## config.mk

```make
export PLATFORM = sky130hd
export DESIGN_NAME = alien_bomb
export DESIGN_NICKNAME = d
export VERILOG_FILES = /design/src/rtl/alien_bomb.sv
export SDC_FILE = /design/constraint.sdc
export NUM_CORES = 1
export LEC_CHECK = 0
export CAP_MARGIN = 40
export CORE_UTILIZATION = 54
export CTS_CLUSTER_DIAMETER = 60
export DETAILED_ROUTE_END_ITERATION = 12
export PLACE_DENSITY_LB_ADDON = 0.1
export SYNTH_ARGS = -nofsm -noshare
export SYNTH_HDL_FRONTEND = slang
export SYNTH_SLANG_ARGS = --single-unit
export TNS_END_PERCENT = 1
```

## constraint.sdc

```tcl
create_clock -name i_clk_25MHz -period 2.7 [get_ports i_clk_25MHz]
set_input_delay 0.81 -clock i_clk_25MHz [delete_from_list [all_inputs] [get_ports i_clk_25MHz]]
set_output_delay 0.81 -clock i_clk_25MHz [all_outputs]
set_load 0.02 [all_outputs]
```

## src/rtl/alien_bomb.sv

```systemverilog
// Enemy bomb: seeks a random column holding a live alien, drops one bomb from
// just below the lowest alien, and pulses o_player_hit when it lands on the ship.
module alien_bomb #(
  parameter int unsigned TICK_CYCLES    = 2500000,
  parameter int unsigned COOLDOWN_TICKS = 8,
  parameter int unsigned SHIP_ROW       = 13,
  parameter logic [7:0]  LFSR_SEED      = 8'hA5,
  parameter int unsigned MAX_TRIES      = 32
) (
  input  logic       i_clk_25MHz,
  input  logic       i_reset,
  input  logic       i_enable,
  input  logic [4:0] i_ship_x,
  input  logic       i_cancel,
  input  logic       i_query_valid,
  input  logic [3:0] i_query_y,
  output logic [4:0] o_query_col,
  output logic [4:0] o_bomb_x,
  output logic [3:0] o_bomb_y,
  output logic       o_bomb_active,
  output logic       o_player_hit
);

  localparam int unsigned TickW = (TICK_CYCLES > 1) ? $clog2(TICK_CYCLES) : 1;
  localparam int unsigned CoolW = (COOLDOWN_TICKS > 0) ? $clog2(COOLDOWN_TICKS + 1) : 1;
  localparam int unsigned TryW  = (MAX_TRIES > 1) ? $clog2(MAX_TRIES + 1) : 1;

  localparam logic [TickW-1:0] TickLast   = TickW'(TICK_CYCLES - 1);
  localparam logic [CoolW-1:0] CoolReload = CoolW'(COOLDOWN_TICKS);
  localparam logic [TryW-1:0]  TryLast    = TryW'(MAX_TRIES - 1);
  localparam logic [3:0]       ShipRow    = 4'(SHIP_ROW);
  // Highest alien row a bomb may spawn under without starting on/under the ship.
  localparam logic [3:0]       SpawnMaxY  = 4'(SHIP_ROW - 2);
  localparam logic [3:0]       ParkY      = 4'd15;
  localparam logic [3:0]       LastRow    = 4'd14;

  typedef enum logic [1:0] {
    StCooldown,
    StSeek,
    StFalling
  } state_e;

  state_e           state_q, state_d;
  logic [TickW-1:0] tick_cnt_q;
  logic             tick;
  logic [7:0]       lfsr_q, lfsr_d;
  logic [CoolW-1:0] cool_q, cool_d;
  logic [TryW-1:0]  tries_q, tries_d;
  logic [4:0]       bomb_x_q, bomb_x_d;
  logic [3:0]       bomb_y_q, bomb_y_d;
  logic             active_q, active_d;
  logic             hit_q, hit_d;
  logic             despawn;

  assign tick        = (tick_cnt_q == TickLast);
  assign o_query_col = lfsr_q[4:0];

  assign o_bomb_x      = bomb_x_q;
  assign o_bomb_y      = bomb_y_q;
  assign o_bomb_active = active_q;
  assign o_player_hit  = hit_q;

  // Free-running movement tick divider.
  always_ff @(posedge i_clk_25MHz) begin
    if (i_reset) begin
      tick_cnt_q <= '0;
    end else if (tick) begin
      tick_cnt_q <= '0;
    end else begin
      tick_cnt_q <= tick_cnt_q + 1'b1;
    end
  end

  // Next-state logic: cooldown, column seek and falling bomb.
  always_comb begin
    state_d  = state_q;
    lfsr_d   = lfsr_q;
    cool_d   = cool_q;
    tries_d  = tries_q;
    bomb_x_d = bomb_x_q;
    bomb_y_d = bomb_y_q;
    active_d = active_q;
    hit_d    = 1'b0;
    despawn  = 1'b0;

    unique case (state_q)
      StCooldown: begin
        if (i_enable) begin
          if (cool_q == '0) begin
            state_d = StSeek;
            tries_d = '0;
          end else if (tick) begin
            cool_d = cool_q - 1'b1;
          end
        end
      end

      StSeek: begin
        // The LFSR steps every seek cycle so each query sees a new column.
        lfsr_d = {lfsr_q[6:0], lfsr_q[7] ^ lfsr_q[5] ^ lfsr_q[4] ^ lfsr_q[3]};
        if (!i_enable) begin
          despawn = 1'b1;
        end else if (i_query_valid && (i_query_y <= SpawnMaxY)) begin
          bomb_x_d = lfsr_q[4:0];
          bomb_y_d = i_query_y + 4'd1;
          active_d = 1'b1;
          state_d  = StFalling;
        end else begin
          tries_d = tries_q + 1'b1;
          if (tries_q == TryLast) begin
            despawn = 1'b1;
          end
        end
      end

      StFalling: begin
        if (i_cancel) begin
          despawn = 1'b1;
        end else if (tick && i_enable) begin
          if (((bomb_y_q + 4'd1) == ShipRow) && (bomb_x_q == i_ship_x)) begin
            hit_d   = 1'b1;
            despawn = 1'b1;
          end else if (bomb_y_q == LastRow) begin
            despawn = 1'b1;
          end else begin
            bomb_y_d = bomb_y_q + 4'd1;
          end
        end
      end

      default: begin
        despawn = 1'b1;
      end
    endcase

    // Parking the bomb always restarts the cooldown.
    if (despawn) begin
      bomb_x_d = '0;
      bomb_y_d = ParkY;
      active_d = 1'b0;
      cool_d   = CoolReload;
      state_d  = StCooldown;
    end
  end

  // State and output registers.
  always_ff @(posedge i_clk_25MHz) begin
    if (i_reset) begin
      state_q  <= StCooldown;
      lfsr_q   <= LFSR_SEED;
      cool_q   <= CoolReload;
      tries_q  <= '0;
      bomb_x_q <= '0;
      bomb_y_q <= ParkY;
      active_q <= 1'b0;
      hit_q    <= 1'b0;
    end else begin
      state_q  <= state_d;
      lfsr_q   <= lfsr_d;
      cool_q   <= cool_d;
      tries_q  <= tries_d;
      bomb_x_q <= bomb_x_d;
      bomb_y_q <= bomb_y_d;
      active_q <= active_d;
      hit_q    <= hit_d;
    end
  end

endmodule

```

==> metrics.cfg <==
[flow_run]
max-cap-violations = 0

[synthesis]
avgSynthCellArea_um2 = 8.39
yosys_warnings = 0
synth_edf_count = 0
synthArstFlopShare_pct = 0
ys_seq_elements = 53
ys_types = 55
synth_nets = 343
syn_area_um2 = 2700
postSynthCellCount = 322
synth_ff_type = dfxtp_1
synth_seq_area_share_pct = 39.3

[global_route]
grt_max_degree = 21
antenna_found_initial = 0
grt_pass1_vias = 2112
overflow = 0
grt_usage_pct = 23.8
grt_pass1_wl_mm = 9.78

[clocking]
cts_max_level = 2
cts-root-buf = clkbuf_8
cts_buffer_depth = 2
cts_setup_buffers = 0
holdBufCountCts = 0
clk_pin_slew_ps = 100
cts_inserted_buffers = 5
cts_num_sinks = 53
tritoncts = yes
worstSkewPairLatency_ps = 300
cts_resized = 0

[die]
die_x_um = 72.7
num_rows = 25
die_area_um2 = 5290
boundaryPins = 30
fp.dieH_um = 72.7
initial_core_util_pct = 56.8
core_um2 = 4750

[final_layout]
layout_common_cells = dfxtp_1 (53), nor2_1 (42), nand2_1 (38)
final_area_um2 = 3200
nFillCells = 430
drive_gt1_share_pct = 9.52
finalNetCount = 377
syn_to_final_growth_pct = 18.6
layout_commonest_cell = dfxtp_1
n_antenna_cell = 0

[routing]
drc = 0
drt_first_pass_iters = 4
viasPerCell = 5.35
drtIter0Drc = 196
wire_per_inst_um = 13.8
drt-total-wl_mm = 5.84
ant_nets = 0
vias = 2270

[timing]
slew_viol_final = 0
worst_clock_skew_ps = 4.93
finalCritPeriodShare_pct = 87.6
setup_ws_ps = 335
hold_violations = 0
setup_violations = 0
worst_pin_slew_ps = 484
rsz0062_at_grt = false
fmax_ghz = 0.423
fin_crit_ps = 2370
timing.setup.tns_ps = 0
slew_headroom_pct = 67.7

[placement]
gp_congestion = 0.892
dp_hpwl_mm = 4.40
io_buffers = 29
dpl_cell_area_um2 = 3110
dp_slack_ps = 1.70

[min_path]
min_path_cells = 1
whs_endpoint = tick_cnt_q[0]
hold_class = reg -> reg
min_from = tick_cnt_q[0]

[setup_path]
crit_type = in -> reg
critPathTopFamily = simple AND/OR/NAND/NOR gates
path_buf_inv = 2
r2r_start = tick_cnt_q[0]
max_stage_delay_ps = 470
r2r_setup_slack_ps = 540
critical_path_required_ps = 2890
cp-end-kind = flop
worstPathMaxFanout = 2
critical_path_depth = 7
cp-start-kind = input pin
crit_arrival_ps = 2550
crit_chain = clkdlybuf4s50_1 > xnor2_1 > nand4_1 > buf_4 > nor3_1 > nor4_1 > or4_1
worst-r2r-cell-count = 6
timing.rr.end = o_bomb_y[1]
cpMaxStageDelayCell = clkdlybuf4s50_1

[power_and_ir_drop]
leakage_nw = 1.14
power_density_nw_per_um2 = 417
power_mw = 1.33
peakVddDrop_v = 0.000383

[outcome]
outcome = complete, no violations

==> flip-flops by register name, summed over array words and instances (netlist names) <==
register	cells
state_q	2
o_bomb_x	5
o_player_hit	1
tries_q	6
tick_cnt_q	22
o_bomb_y	4
o_bomb_active	1
cool_q	4
lfsr_q	8
==> cell usage after synthesis, types with 2 or more instances <==
cell type / n / area [um2]
nor2_1: 42 / 158
and4_4: 2 / 22.5
nor3_1: 11 / 55.1
o21ai_0: 5 / 25.0
nand3_1: 18 / 90.1
buf_2: 5 / 25.0
a21o_1: 2 / 15.0
xor2_1: 8 / 70.1
and2_1: 2 / 12.5
dfxtp_1: 53 / 1060
inv_1: 10 / 37.5
nand2b_1: 4 / 25.0
clkbuf_1: 5 / 18.8
nand4_1: 8 / 50.1
a211oi_1: 2 / 15.0
buf_4: 5 / 37.5
nor3b_1: 4 / 30.0
a21oi_1: 12 / 60.1
nor2b_1: 5 / 31.3
nor4_1: 2 / 12.5
xnor2_1: 30 / 263
nand2_1: 38 / 143
a31o_2: 2 / 17.5
and4_1: 2 / 17.5
or3_1: 4 / 25.0
ha_1: 7 / 87.6
and3_1: 6 / 37.5
==> stage by stage <==
step                      hold WS [ps]  util [%]  std cells
after global routing               482      67.3        424
after global placement             429      65.3        416
after CTS                          460      67.3        424
after floorplan                    418         -        322
final                              460      67.3        424
after detailed placement           445      65.3        416
==> how the worst max path moves through the flow <==
stage | startpoint | end | slack (ps)
after global routing | i_ship_x[0] | o_bomb_y[1] | 280
after detailed placement | i_query_valid | o_bomb_y[3] | 2
final | i_ship_x[0] | o_bomb_y[1] | 330
after global placement | i_query_valid | o_bomb_y[3] | 80
after floorplan | i_ship_x[1] | o_bomb_y[3] | 490
after CTS | i_query_valid | o_bomb_y[3] | 350
==> metal layers <==
metal / track usage (%) / up-vias / share of wire, %
li1: - / 1169 / -
met1: 33.0 / 1050 / 49
met2: 37.8 / 43 / 46
met3: 4.97 / 8 / 4.2
met4: 6.10 / 0 / 0.91
met5: 0 / - / 0
==> worst register-to-register path, stage by stage (launching register included) <==
cell and delay (ps):
dfxtp_1 330, ha_1 280, and4b_1 220, and2_2 230, and4_4 210, a21o_1 240, or4_1 520
==> power breakdown <==
part	internal, mW	leakage [nW]	switching (mW)	total [mW]
clock network	0.209	0.0512	0.264	0.473
registers	0.785	0.428	0.00400	0.789
logic	0.0374	0.661	0.0348	0.0722
total	1.03	1.14	0.303	1.33
==> final cells by class <==
class | instances | area (um2) | area share, %
clock buffers | 6 | 82.6 | 2.58
clock inverters | 2 | 13.8 | 0.430
inverters | 10 | 37.5 | 1.17
multi-input cells | 243 | 1520 | 47.3
flip-flops and latches | 53 | 1060 | 33.1
well taps | 67 | 83.8 | 2.62
repair buffers | 43 | 408 | 12.7
==> cells by family after synthesis <==
family	count (synthesis)	share of synthesized area [%]
AOI/OAI and AO/OA	36	8.76
xor gates and xnor gates	38	12.3
adders and majority gates	7	3.24
buffers and inverters	26	4.59
DFF	53	39.3
muxes	1	0.371
and+or+nand+nor	161	31.4
Power figures use the tool's default switching activity.
